File: config.mk
export PLATFORM = sky130hd
export DESIGN_NAME = shift_add_mult
export DESIGN_NICKNAME = d
export VERILOG_FILES = /design/src/rtl/shift_add_mult.sv
export SDC_FILE = /design/constraint.sdc
export NUM_CORES = 1
export LEC_CHECK = 0
export CORE_UTILIZATION = 53
export DETAILED_ROUTE_END_ITERATION = 10
export PLACE_DENSITY = 0.89
export SYNTH_ARGS = -nofsm -noshare
export SYNTH_HDL_FRONTEND = slang
export SYNTH_SLANG_ARGS = --single-unit
File: constraint.sdc
create_clock -name clk -period 2.8 [get_ports clk]
set_input_delay 0.28 -clock clk [delete_from_list [all_inputs] [get_ports clk]]
set_output_delay 0.28 -clock clk [all_outputs]
set_load 0.01 [all_outputs]
File: src/rtl/shift_add_mult.sv
// shift_add_mult: sequential 16x16 unsigned shift-and-add multiplier.
// It takes one iteration per significant multiplier bit. The result and its
// overflow flag are held until the next operation completes.
//
// Ports:
//   clk    - rising-edge clock
//   rst    - synchronous active-high reset; clears all state
//   start  - begin a multiply; sampled only while idle
//   a_bi   - 16-bit unsigned multiplicand, latched when start is accepted
//   b_bi   - 16-bit unsigned multiplier, latched when start is accepted
//   busy_o - high while an operation is in progress
//   done_o - one-cycle pulse in the cycle the result becomes valid
//   y_bo   - low 16 bits of the last completed product
//   ovf_o  - last completed product did not fit in 16 bits
module shift_add_mult (
  input  logic        clk,
  input  logic        rst,
  input  logic        start,
  input  logic [15:0] a_bi,
  input  logic [15:0] b_bi,
  output logic        busy_o,
  output logic        done_o,
  output logic [15:0] y_bo,
  output logic        ovf_o
);

  localparam int unsigned OP_W  = 16;
  localparam int unsigned ACC_W = 32;
  localparam int unsigned CNT_W = 5;
  localparam logic [CNT_W-1:0] MAX_ITER = CNT_W'(OP_W);

  typedef enum logic {IDLE, WORK} state_t;

  state_t             state, state_d;
  logic [ACC_W-1:0]   a_q, a_d;
  logic [OP_W-1:0]    b_q, b_d;
  logic [ACC_W-1:0]   acc_q, acc_d;
  logic [CNT_W-1:0]   cnt_q, cnt_d;
  logic [ACC_W-1:0]   acc_sum;
  logic               busy_d, done_d, ovf_d;
  logic [OP_W-1:0]    y_d;

  // Next-state, datapath and registered-output logic
  always_comb begin
    state_d = state;
    a_d     = a_q;
    b_d     = b_q;
    acc_d   = acc_q;
    cnt_d   = cnt_q;
    busy_d  = 1'b0;
    done_d  = 1'b0;
    y_d     = y_bo;
    ovf_d   = ovf_o;
    acc_sum = acc_q + (b_q[0] ? a_q : '0);

    case (state)
      IDLE: begin
        if (start) begin
          a_d     = {{(ACC_W-OP_W){1'b0}}, a_bi};
          b_d     = b_bi;
          acc_d   = '0;
          cnt_d   = '0;
          state_d = WORK;
          busy_d  = 1'b1;
        end
      end
      WORK: begin
        acc_d = acc_sum;
        a_d   = a_q << 1;
        b_d   = b_q >> 1;
        cnt_d = cnt_q + CNT_W'(1);
        // Finish once no multiplier bits remain; the counter bounds the loop.
        if (b_d == '0 || cnt_d == MAX_ITER) begin
          state_d = IDLE;
          done_d  = 1'b1;
          y_d     = acc_sum[OP_W-1:0];
          ovf_d   = |acc_sum[ACC_W-1:OP_W];
        end else begin
          busy_d  = 1'b1;
        end
      end
      default: state_d = IDLE;
    endcase
  end

  // State and output registers
  always_ff @(posedge clk) begin
    if (rst) begin
      state  <= IDLE;
      a_q    <= '0;
      b_q    <= '0;
      acc_q  <= '0;
      cnt_q  <= '0;
      busy_o <= 1'b0;
      done_o <= 1'b0;
      y_bo   <= '0;
      ovf_o  <= 1'b0;
    end else begin
      state  <= state_d;
      a_q    <= a_d;
      b_q    <= b_d;
      acc_q  <= acc_d;
      cnt_q  <= cnt_d;
      busy_o <= busy_d;
      done_o <= done_d;
      y_bo   <= y_d;
      ovf_o  <= ovf_d;
    end
  end

endmodule

Word-level counts from Yosys, hierarchy flattened
Index checks and enable logic that the tools add are counted.

cells by class
  bitwise operators = 1
  $add $sub $neg = 2
  equal/unequal tests = 2
  reduce and logical (&&, ||, !) cells = 5
  muxes and demuxes = 13

operators with widths
  operator               number
  $pmux W32 S2           2
  $mux W32               3
  $add A32 B32 Y32       1
  $pmux W16 S2           1
  $logic_not A16 Y1      1
  $mux W16               1
  $reduce_or A16 Y1      1
  $pmux W5 S2            1
  $add A5 B1 Y5 const B  1
  $eq A5 B5 Y1 const B   1
  $mux W5                1
  $mux W1                3
  $ne A2 B2 Y1 const B   1
  $pmux W1 S2            1
  $reduce_and A2 Y1      1
  $reduce_or A2 Y1       1
  $logic_or A1 B1 Y1     1
  $not A1 Y1             1

storage, ports and cells
  flip-flop bits (word level) = 104
  input port bits = 35
  output and inout port bits = 19

Depth between registers and ports, before layout
Gate-level depths: netlist of the first run.

  word-level depth = 5
  mapped depth = 13

Least setup slack after synthesis of the first run
No wires, ideal clock.

  kind = reg2reg
  start point = reg b_q[0]
  end point = reg ovf_o
  slack = -245 ps
  required time = 2,675 ps
  stages on the path, launching flop included = 14
  arrival time = 2,920 ps
  library setup time = 125 ps
  cells stage by stage = dfxtp_1 > clkbuf_1 > and2_1 > ha_1 > fa_1 > a21oi_1 > o21ai_0 > a21bo_2 > a2111oi_2 > a311oi_1 > nor2_1 > or4b_4 > nor4_2 > a21oi_1

on the way
  longest elaborated chain between the ends = 3

ends and longest elaborated chain
  what                      RTL line  text
  start: declaration        36        logic [OP_W-1:0] b_q, b_d;
  start signal: assignment  91        b_q <= '0;
  start signal: assignment  101       b_q <= b_d;
  $mux W32                  54        acc_sum = acc_q + (b_q[0] ? a_q : '0);
  $add A32 B32 Y32          54
  $reduce_or A16 Y1         77        ovf_d = |acc_sum[ACC_W-1:OP_W];
  end signal: assignment    107       ovf_o <= ovf_d;
  end: declaration          24        output logic ovf_o

No other way between the ends.
A chain may end at the register's enable or synchronous reset.

Worst setup path after layout of the first run
Same ends and word-level chain as after synthesis.

==> impl_metrics.tcl, run 1 <==
set metrics [dict create \
    die_area_mm2 0.0123 \
    dp_cells 1045 \
    ios 54 \
    cp_num_buf_inv 1 \
    htree_levels 3 \
    path_clk_slew_ps 70 \
    synth_area_leaders "dfxtp_1 33%, nor2_1 9.2%, a21oi_1 8.9%" \
    critPathTopFamily "compound AO/OA/AOI/OAI gates" \
    slew_headroom 0.538 \
    setup_viol 11 \
    ys_ff_latch 104 \
    io_buffers 53 \
    fillers 710 \
    crit_arrival_ps 3490 \
    tightest_slew_ps 693 \
    drc 10 \
    drt-pass1-iter-count 8 \
    rsz0062_at_grt "true" \
    initial_utilization 0.547 \
    avgSynthCellArea_um2 7.94 \
    setup_ws_ps -459 \
    worstPathCellList "buf_12, and2_4, ha_4, a21o_1, a221oi_2, a21bo_2, a2111oi_4, a311oi_2, nor2_1, or4b_4, nor4_4, a21oi_1" \
    report.final.slew_viol_count 0 \
    synth_top_area_cell "dfxtp_1" \
    ys.warnings.count 0 \
    nets 996 \
    vias 6879 \
    grt_pass1_wl_um 32400 \
    cp_max_fo 9 \
    synth_top_area_frac 0.331 \
    num_rows 39 \
    ant_nets 0 \
    hp-class "in -> reg" \
    cp.required_ps 3030 \
    grt_max_degree 95 \
    dp_hpwl_um 11400 \
    drt_iter0_drc 883 \
    finClkSkew_ps 16.4 \
    netlist_area_mm2 0.00630 \
    clk_path_buf_depth 2 \
    cts_inserted_buffers 9 \
    core_area_mm2 0.0115 \
    final_area_mm2 0.00852 \
    wirelength_um 21800 \
    crit_slowest_cell "or4b_4" \
    crit_start "b_q[0]" \
    r2r-start "b_q[0]" \
    place_area_mm2 0.00774 \
    layout-drive-gt1-share 0.250 \
    clock.fmax_ghz 0.307 \
    antenna_found_initial 1 \
    synth_nets 861 \
    critPathCaptureType "flip-flop" \
    synthFlopType "dfxtp_1" \
    grt_overflow_total 0 \
    postSynthCellCount 793 \
    hp-start "rst" \
    cp-start-kind "flip-flop" \
    synth_edf_count 0 \
    period_share 1.16 \
    diodes 0 \
    p_leak_nw 3.67 \
    outcome "finished with violations" \
    cts_tree "done" \
    holdBufCountCts 0 \
    most-common-layout-cells "149 x nor2_1, 121 x buf_4, 102 x dfxtp_1" \
    detail_route.wl_per_cell_um 20.3 \
    final_common_cell "nor2_1" \
    grt_pass1_vias 6607 \
    cts.sinks 104 \
    root_buffer "clkbuf_16" \
    critPathKind "reg -> reg" \
    die_w_um 111 \
    violations "design-rule violations, negative setup slack" \
    gp_congestion 0.992 \
    die_h_um 111 \
    maxCapViolations 0 \
    stdcell_count 1076 \
    area_growth_pct 35.3 \
    grt_usage 0.326 \
    ir_drop_uv 422 \
    fin_tns_setup_ps -1880 \
    async_reset_ff_frac 0 \
    vias_per_cell 6.39 \
    hold_violations 0 \
    period_needed_ps 3260 \
    yosysSeqAreaShare 0.331 \
    clock_latency_ps 360 \
    p_per_area_mw_per_mm2 377 \
    slowest_delay_ps 490 \
    ys_types 71 \
]
[sequential cells by signal, summed over array words and instances, names as in the netlist]
name	flops
acc_q	32
done_o	1
state	1
cnt_q	5
a_q	32
b_q	16
y_bo	16
ovf_o	1
[power breakdown]
group	switching (mW)	internal (mW)	total, mW
clock network	0.609	0.634	1.24
logic	0.222	0.184	0.406
registers	0.0484	1.52	1.56
total	0.880	2.33	3.21
[synthesized netlist by cell type (2+ instances only)]
cell,instances
a211oi_1,2
nand2_1,34
o21ai_1,4
o311ai_1,2
o22ai_1,3
nor2_1,155
nor2b_1,7
xor2_1,10
o21bai_1,3
a21o_1,6
buf_1,5
or3_2,2
a311oi_1,4
o211ai_1,3
xnor2_1,13
nor3b_1,47
ha_1,32
clkbuf_1,45
nand2b_1,3
nor4_1,4
o21ai_0,19
a2111oi_2,2
or3b_2,2
o2111ai_1,4
a21oi_1,112
and3_1,5
or2_2,4
nor3_1,9
nand4_1,6
and2_1,33
buf_2,2
inv_1,7
a41oi_1,3
dfxtp_1,104
mux2i_1,49
nand3_1,9
a31oi_1,5
[per-stage QoR]
step	setup WS (ps)	utilization	hold slack [ps]	power, mW
finish	-459	0.740	450	3.21
detailed placement	-423	0.672	492	1.95
global route	-596	0.740	479	3.29
global placement	-337	0.672	474	1.94
floorplan	-91.7	-	463	1.81
CTS	-271	0.725	441	3.16
[cell families after synthesis]
group                    after synthesis  share of synthesized area
AO/OA/AOI/OAI                        190                      0.184
adder cells (fa/ha/maj)               33                     0.0668
AND/OR/NAND/NOR                      331                      0.268
XOR/XNOR                              23                     0.0320
multiplexers                          50                     0.0797
buffers and inverters                 62                     0.0393
flip-flops                           104                      0.331
[per-layer routing]
| metal | global-route usage | vias to the layer above | share of wire |
|---|---|---|---|
| met4 | 0.230 | 0 | 0.083 |
| met1 | 0.371 | 3187 | 0.37 |
| met2 | 0.547 | 468 | 0.47 |
| li1 | - | 3052 | - |
| met5 | 0 | - | 0 |
| met3 | 0.0667 | 172 | 0.083 |
[worst paths after layout]
path / end / slack, ps / cells past startpoint
setup / recovery: ovf_o / -460 / 12
hold / removal: a_q[26] / 450 / 2
setup reg to reg: ovf_o / -460 / 12
hold reg to reg: y_bo[14] / 510 / 2
[final cells by class]
type | count | area [um^2] | share of cell area
flip-flops and latches | 104 | 2090 | 0.245
clock buffers | 11 | 243 | 0.0285
multi-input cells | 627 | 4380 | 0.515
inverters | 7 | 26.3 | 0.00308
clock inverters | 5 | 40.0 | 0.00470
well taps | 143 | 179 | 0.0210
repair buffers | 179 | 1560 | 0.183
[repair_timing]
item | in CTS | in global routing
gates resized for setup | 29 | 34
cloned | 1 | 0
buffers inserted | 14 | 0
pin swaps | 17 | 13
endpoints found under the setup margin | 7 | 21
No activity file was read; power rests on OpenSTA's default activity.
==> run 2, diff against run 1 <==
Settings changed: CORE_UTILIZATION 53 to 55, CTS_BUF_LIST set to sky130_fd_sc_hd__clkbuf_2, PLACE_DENSITY 0.89 to 0.91.
==> run 2 against run 1 <==
Compared with the run above:
- the flow finishes with violations (negative setup slack)
- die area down 3.6%
- first-iteration DRC count is 31% lower
- sequential cell count unchanged
- highest routed layer unchanged
==> impl_metrics.tcl, run 2 (synthesis results as in run 1) <==
set metrics [dict create \
    ios 54 \
    detail_route.wl_per_cell_um 16.8 \
    nets 982 \
    num_rows 38 \
    most-common-layout-cells "151 x nor2_1, 109 x buf_4, 102 x dfxtp_1" \
    grt_pass1_wl_um 26700 \
    vias_per_cell 6.04 \
    path_clk_slew_ps 290 \
    reg2reg_to "ovf_o" \
    maxCapViolations 0 \
    holdPathStages 2 \
    crit_arrival_ps 3860 \
    slew_headroom 0.359 \
    dp_slack_ps -380 \
    wirelength_um 17800 \
    grt_pass1_vias 5842 \
    cts_tree "done" \
    core_area_mm2 0.0110 \
    diodes 0 \
    p_per_area_mw_per_mm2 332 \
    finalPower_mw 2.71 \
    clock_latency_ps 640 \
    ant_nets 0 \
    htree_levels 3 \
    die_area_mm2 0.0119 \
    cp-start-kind "flip-flop" \
    cts_inserted_buffers 9 \
    dp_hpwl_um 11900 \
    rr_worst_depth 12 \
    internal-power_mw 1.91 \
    drt_iter0_drc 606 \
    critPathKind "reg -> reg" \
    clock.fmax_ghz 0.302 \
    antenna_found_initial 0 \
    drc 0 \
    vias 6398 \
    cp.required_ps 3350 \
    period_share 1.18 \
    pwr-share-comb 0.136 \
    largestRegisters "a_q (32), acc_q (32)" \
    period_needed_ps 3310 \
    grt_max_degree 71 \
    finClkSkew_ps 59.2 \
    tightest_slew_ps 962 \
    ir_drop_uv 364 \
    final_common_cell "nor2_1" \
    layout-drive-gt1-share 0.235 \
    violations "negative setup slack" \
    p_seq_frac 0.583 \
    report.final.slew_viol_count 0 \
    setup_viol 8 \
    fillers 718 \
    worstHoldEndpoint "a_q[28]" \
    p_leak_nw 3.53 \
    clk_path_buf_depth 2 \
    r2r-start "b_q[0]" \
    initial_utilization 0.573 \
    die_w_um 109 \
    fin_tns_setup_ps -1420 \
    setup_ws_ps -514 \
    drt-pass1-iter-count 5 \
    cp_max_fo 6 \
    grt_usage 0.283 \
    die_h_um 109 \
    area_growth_pct 29.6 \
    hp-class "in -> reg" \
    hp-start "rst" \
    grt_overflow_total 0 \
    outcome "finished with violations" \
    hold_violations 0 \
    netSwitchingFraction 0.293 \
    gp_congestion 0.953 \
    reg2reg_slack_ps -510 \
    clockPowerShare 0.281 \
    root_buffer "clkbuf_2" \
    critPathCaptureType "flip-flop" \
    cts.sinks 104 \
    io_buffers 53 \
    p_sw_mw 0.794 \
    rsz0062_at_grt "true" \
]
==> run 2: layout make-up <==
type | count | area [um^2] | area share
multi-input cells | 627 | 4340 | 0.532
flip-flops and latches | 104 | 2090 | 0.256
repair buffers | 165 | 1400 | 0.172
well taps | 140 | 175 | 0.0215
clock inverters | 7 | 78.8 | 0.00966
clock buffers | 9 | 45.0 | 0.00552
inverters | 7 | 26.3 | 0.00322
==> run 2: how the worst max path moves through the flow <==
stage	slack [ps]	endpoint	depth (start not counted)	from
2_1_floorplan	-90	ovf_o	13	b_q[0]
3_3_place_gp	-340	ovf_o	12	b_q[0]
3_5_place_dp	-380	ovf_o	11	b_q[0]
4_1_cts	-300	ovf_o	12	b_q[0]
5_1_grt	-440	ovf_o	12	b_q[0]
6_report	-510	ovf_o	12	b_q[0]
==> run 2: power groups by stage <==
stage | clock network [mW] | registers (mW) | logic (mW)
floorplan | 0 | 1.57 | 0.239
global placement | 0 | 1.60 | 0.338
detailed placement | 0 | 1.60 | 0.351
CTS | 0.765 | 1.58 | 0.353
global route | 0.826 | 1.59 | 0.400
finish | 0.760 | 1.58 | 0.368
==> run 2: critical path, cell delays in order (launching register included) <==
cell and delay (ps):
dfxtp_4 470, buf_6 140, and2_4 140, ha_4 190
a21o_1 210, a31o_1 230, a211o_1 310, o21ai_0 400
a21oi_1 180, xor2_1 220, or4b_4 520, nor4_4 160
a21oi_1 90
==> run 2: what timing repair did <==
item                                    CTS  global route
hold buffers                              0             0
pin swaps                                 2            20
resized for setup                        10            45
buffers inserted                          0             6
endpoints found under the setup margin    7            13
==> run 2: stage by stage <==
stage	utilization	hold WS, ps	instance area [um^2]	std cells
final	0.743	139	8160	1059
after global routing	0.743	123	8160	1059
after CTS	0.716	118	7870	1053
after detailed placement	0.701	482	7690	1037
after global placement	0.701	476	7690	1037
after floorplan	-	463	6400	793
==> run 2: layer usage <==
metal	up-vias	wire (um)	global-route usage
li1	3037	-	-
met1	3001	7370	0.362
met2	289	8680	0.470
met3	71	1140	0.0520
met4	0	646	0.111
met5	-	0	0
==> run 3, diff against run 2 <==
Settings changed: CORE_ASPECT_RATIO set to 0.5, CORE_UTILIZATION 55 to 60, PLACE_DENSITY 0.91 to 0.94.
Clock period 2.8 ns to 3.8 ns, I/O delays scaled along.
==> run 3 against run 2 <==
Compared with the run above:
- the flow now finishes without violations
- design area fell by 15%
- first-iteration DRC count is 36% lower
- count of clock-buffer cells in the layout up 2
- sequential power decreased by 26%
- combinational power decreased by 39%
- power decreased by 29%
- highest routed layer unchanged
==> impl_metrics.tcl, run 3 (synthesis results as in run 1) <==
set metrics [dict create \
    cts_resized 0 \
    root_buffer "clkbuf_2" \
    reg2reg_to "ovf_o" \
    hold_violations 0 \
    num_rows 25 \
    ant_nets 0 \
    worstPathCellList "and2_1, ha_1, fa_1, a21oi_1, o21ai_0, a21boi_2, o311ai_1, xor2_1, a2111oi_2, nand4bb_1, nor4_2, a21oi_1" \
    io_buffers 53 \
    holdPathStages 3 \
    vias 5614 \
    p_seq_frac 0.609 \
    area_growth_pct 9.72 \
    drt_iter0_drc 390 \
    cp_max_fo 22 \
    cts_tree "done" \
    maxCapViolations 0 \
    final_area_mm2 0.00691 \
    die_area_mm2 0.0109 \
    busiest_layer "met2" \
    crit_arrival_ps 4080 \
    grt_use_met3 0.0540 \
    finalPower_mw 1.92 \
    cts_inserted_buffers 9 \
    grt_pass1_wl_um 24600 \
    drc 0 \
    core_area_mm2 0.00982 \
    largestRegisters "a_q (32), acc_q (32)" \
    initial_utilization 0.641 \
    clock.fmax_ghz 0.280 \
    grt_max_degree 105 \
    die_h_um 74.4 \
    antenna_found_initial 0 \
    cts.sinks 104 \
    nets 873 \
    most-common-layout-cells "155 x nor2_1, 112 x a21oi_1, 102 x dfxtp_1" \
    grt_use_met2 0.476 \
    holdWs_ps 379 \
    clockPowerShare 0.274 \
    reg2reg_slack_ps 230 \
    clock_latency_ps 600 \
    dp_hpwl_um 10700 \
    die_w_um 147 \
    finClkSkew_ps 50.6 \
    hp-start "a_bi[0]" \
    internal-power_mw 1.38 \
    vias_per_cell 5.94 \
    post_cts_buffers 0 \
    crit_top_cell "a21oi_1" \
    regArea_mm2 0.00209 \
    detail_route.wl_per_cell_um 15.8 \
    layout-drive-gt1-share 0.0630 \
    slowest_delay_ps 630 \
    netSwitchingFraction 0.282 \
    hp-class "in -> reg" \
    grt_overflow_total 0 \
    multi_input_area_mm2 0.00397 \
    report.final.slew_viol_count 0 \
    fin_tns_setup_ps 0 \
    wirelength_um 14900 \
    ir_drop_uv 165 \
    place_area_mm2 0.00680 \
    clk_path_buf_depth 2 \
    crit_slowest_cell "dfxtp_2" \
    worstHoldEndpoint "a_q[0]" \
    path_clk_slew_ps 260 \
    rr_worst_depth 12 \
    period_share 0.939 \
    grt_pass1_vias 5195 \
    holdBufCountCts 0 \
    critPathKind "reg -> reg" \
    gr-usage-met1 0.375 \
    p_leak_nw 2.94 \
    ios 54 \
    p_per_area_mw_per_mm2 278 \
    drt-pass1-iter-count 5 \
    period_needed_ps 3570 \
    tightest_slew_ps 1080 \
    p_sw_mw 0.543 \
    pwr-share-comb 0.117 \
    rsz0062_at_grt "false" \
    critPathCaptureType "flip-flop" \
    cp-start-kind "flip-flop" \
    diodes 0 \
    r2r-start "b_q[0]" \
    setup_viol 0 \
    slew_headroom 0.279 \
    final_common_cell "nor2_1" \
    fillers 779 \
    htree_levels 3 \
    outcome "finished, final reports clean" \
    grt_usage 0.281 \
    cp.required_ps 4310 \
    gp_congestion 0.957 \
]
## run 3: cell types whose count changed in the layout (fill, tap and decap cells not counted), sizes merged
cell / change
inv: -1
clkinvlp: -1
clkbuf: +2
buf: -109
## run 3: power by group through the flow
| stage | sequential, mW | clock [mW] | combinational, mW |
|---|---|---|---|
| after floorplan | 1.16 | 0 | 0.173 |
| after CTS | 1.17 | 0.539 | 0.225 |
| after global placement | 1.19 | 0 | 0.214 |
| final | 1.17 | 0.527 | 0.225 |
| after global routing | 1.18 | 0.583 | 0.248 |
| after detailed placement | 1.19 | 0 | 0.224 |
## run 3: final cells by class
type,count,area share
Multi-Input combinational cell,627,0.574
Sequential cell,104,0.302
Timing Repair Buffer,56,0.0793
Tap cell,135,0.0245
Clock inverter,5,0.00815
Clock buffer,11,0.00797
Inverter,7,0.00380
## run 3: worst max-delay path by stage
stage / start / depth (start not counted) / endpoint
after CTS: b_q[0] / 12 / ovf_o
final: b_q[0] / 12 / ovf_o
after global placement: b_q[0] / 12 / ovf_o
after global routing: b_q[0] / 11 / ovf_o
after floorplan: b_q[0] / 13 / ovf_o
after detailed placement: b_q[0] / 12 / ovf_o
## run 3: stage by stage
stage | utilization | cells | setup slack, ps
3_3_place_gp | 0.692 | 929 | 279
3_5_place_dp | 0.692 | 929 | 141
2_1_floorplan | - | 793 | 755
5_1_grt | 0.703 | 945 | 95.4
4_1_cts | 0.703 | 945 | 60.9
6_report | 0.703 | 945 | 232
## run 3: routing by layer
| metal | share of wire | vias to the layer above |
|---|---|---|
| met5 | 0 | - |
| met4 | 0.011 | 0 |
| met3 | 0.044 | 15 |
| met2 | 0.47 | 139 |
| met1 | 0.48 | 2643 |
| li1 | - | 2817 |
## run 3: worst max-delay path, delay by kind of cell, from the launching register on
family,cells,cell delay [ps]
xor gates and xnor gates,1,170
AOI/OAI and AO/OA,6,1690
adders and majority gates,2,400
and+or+nand+nor,3,590
DFF,1,630
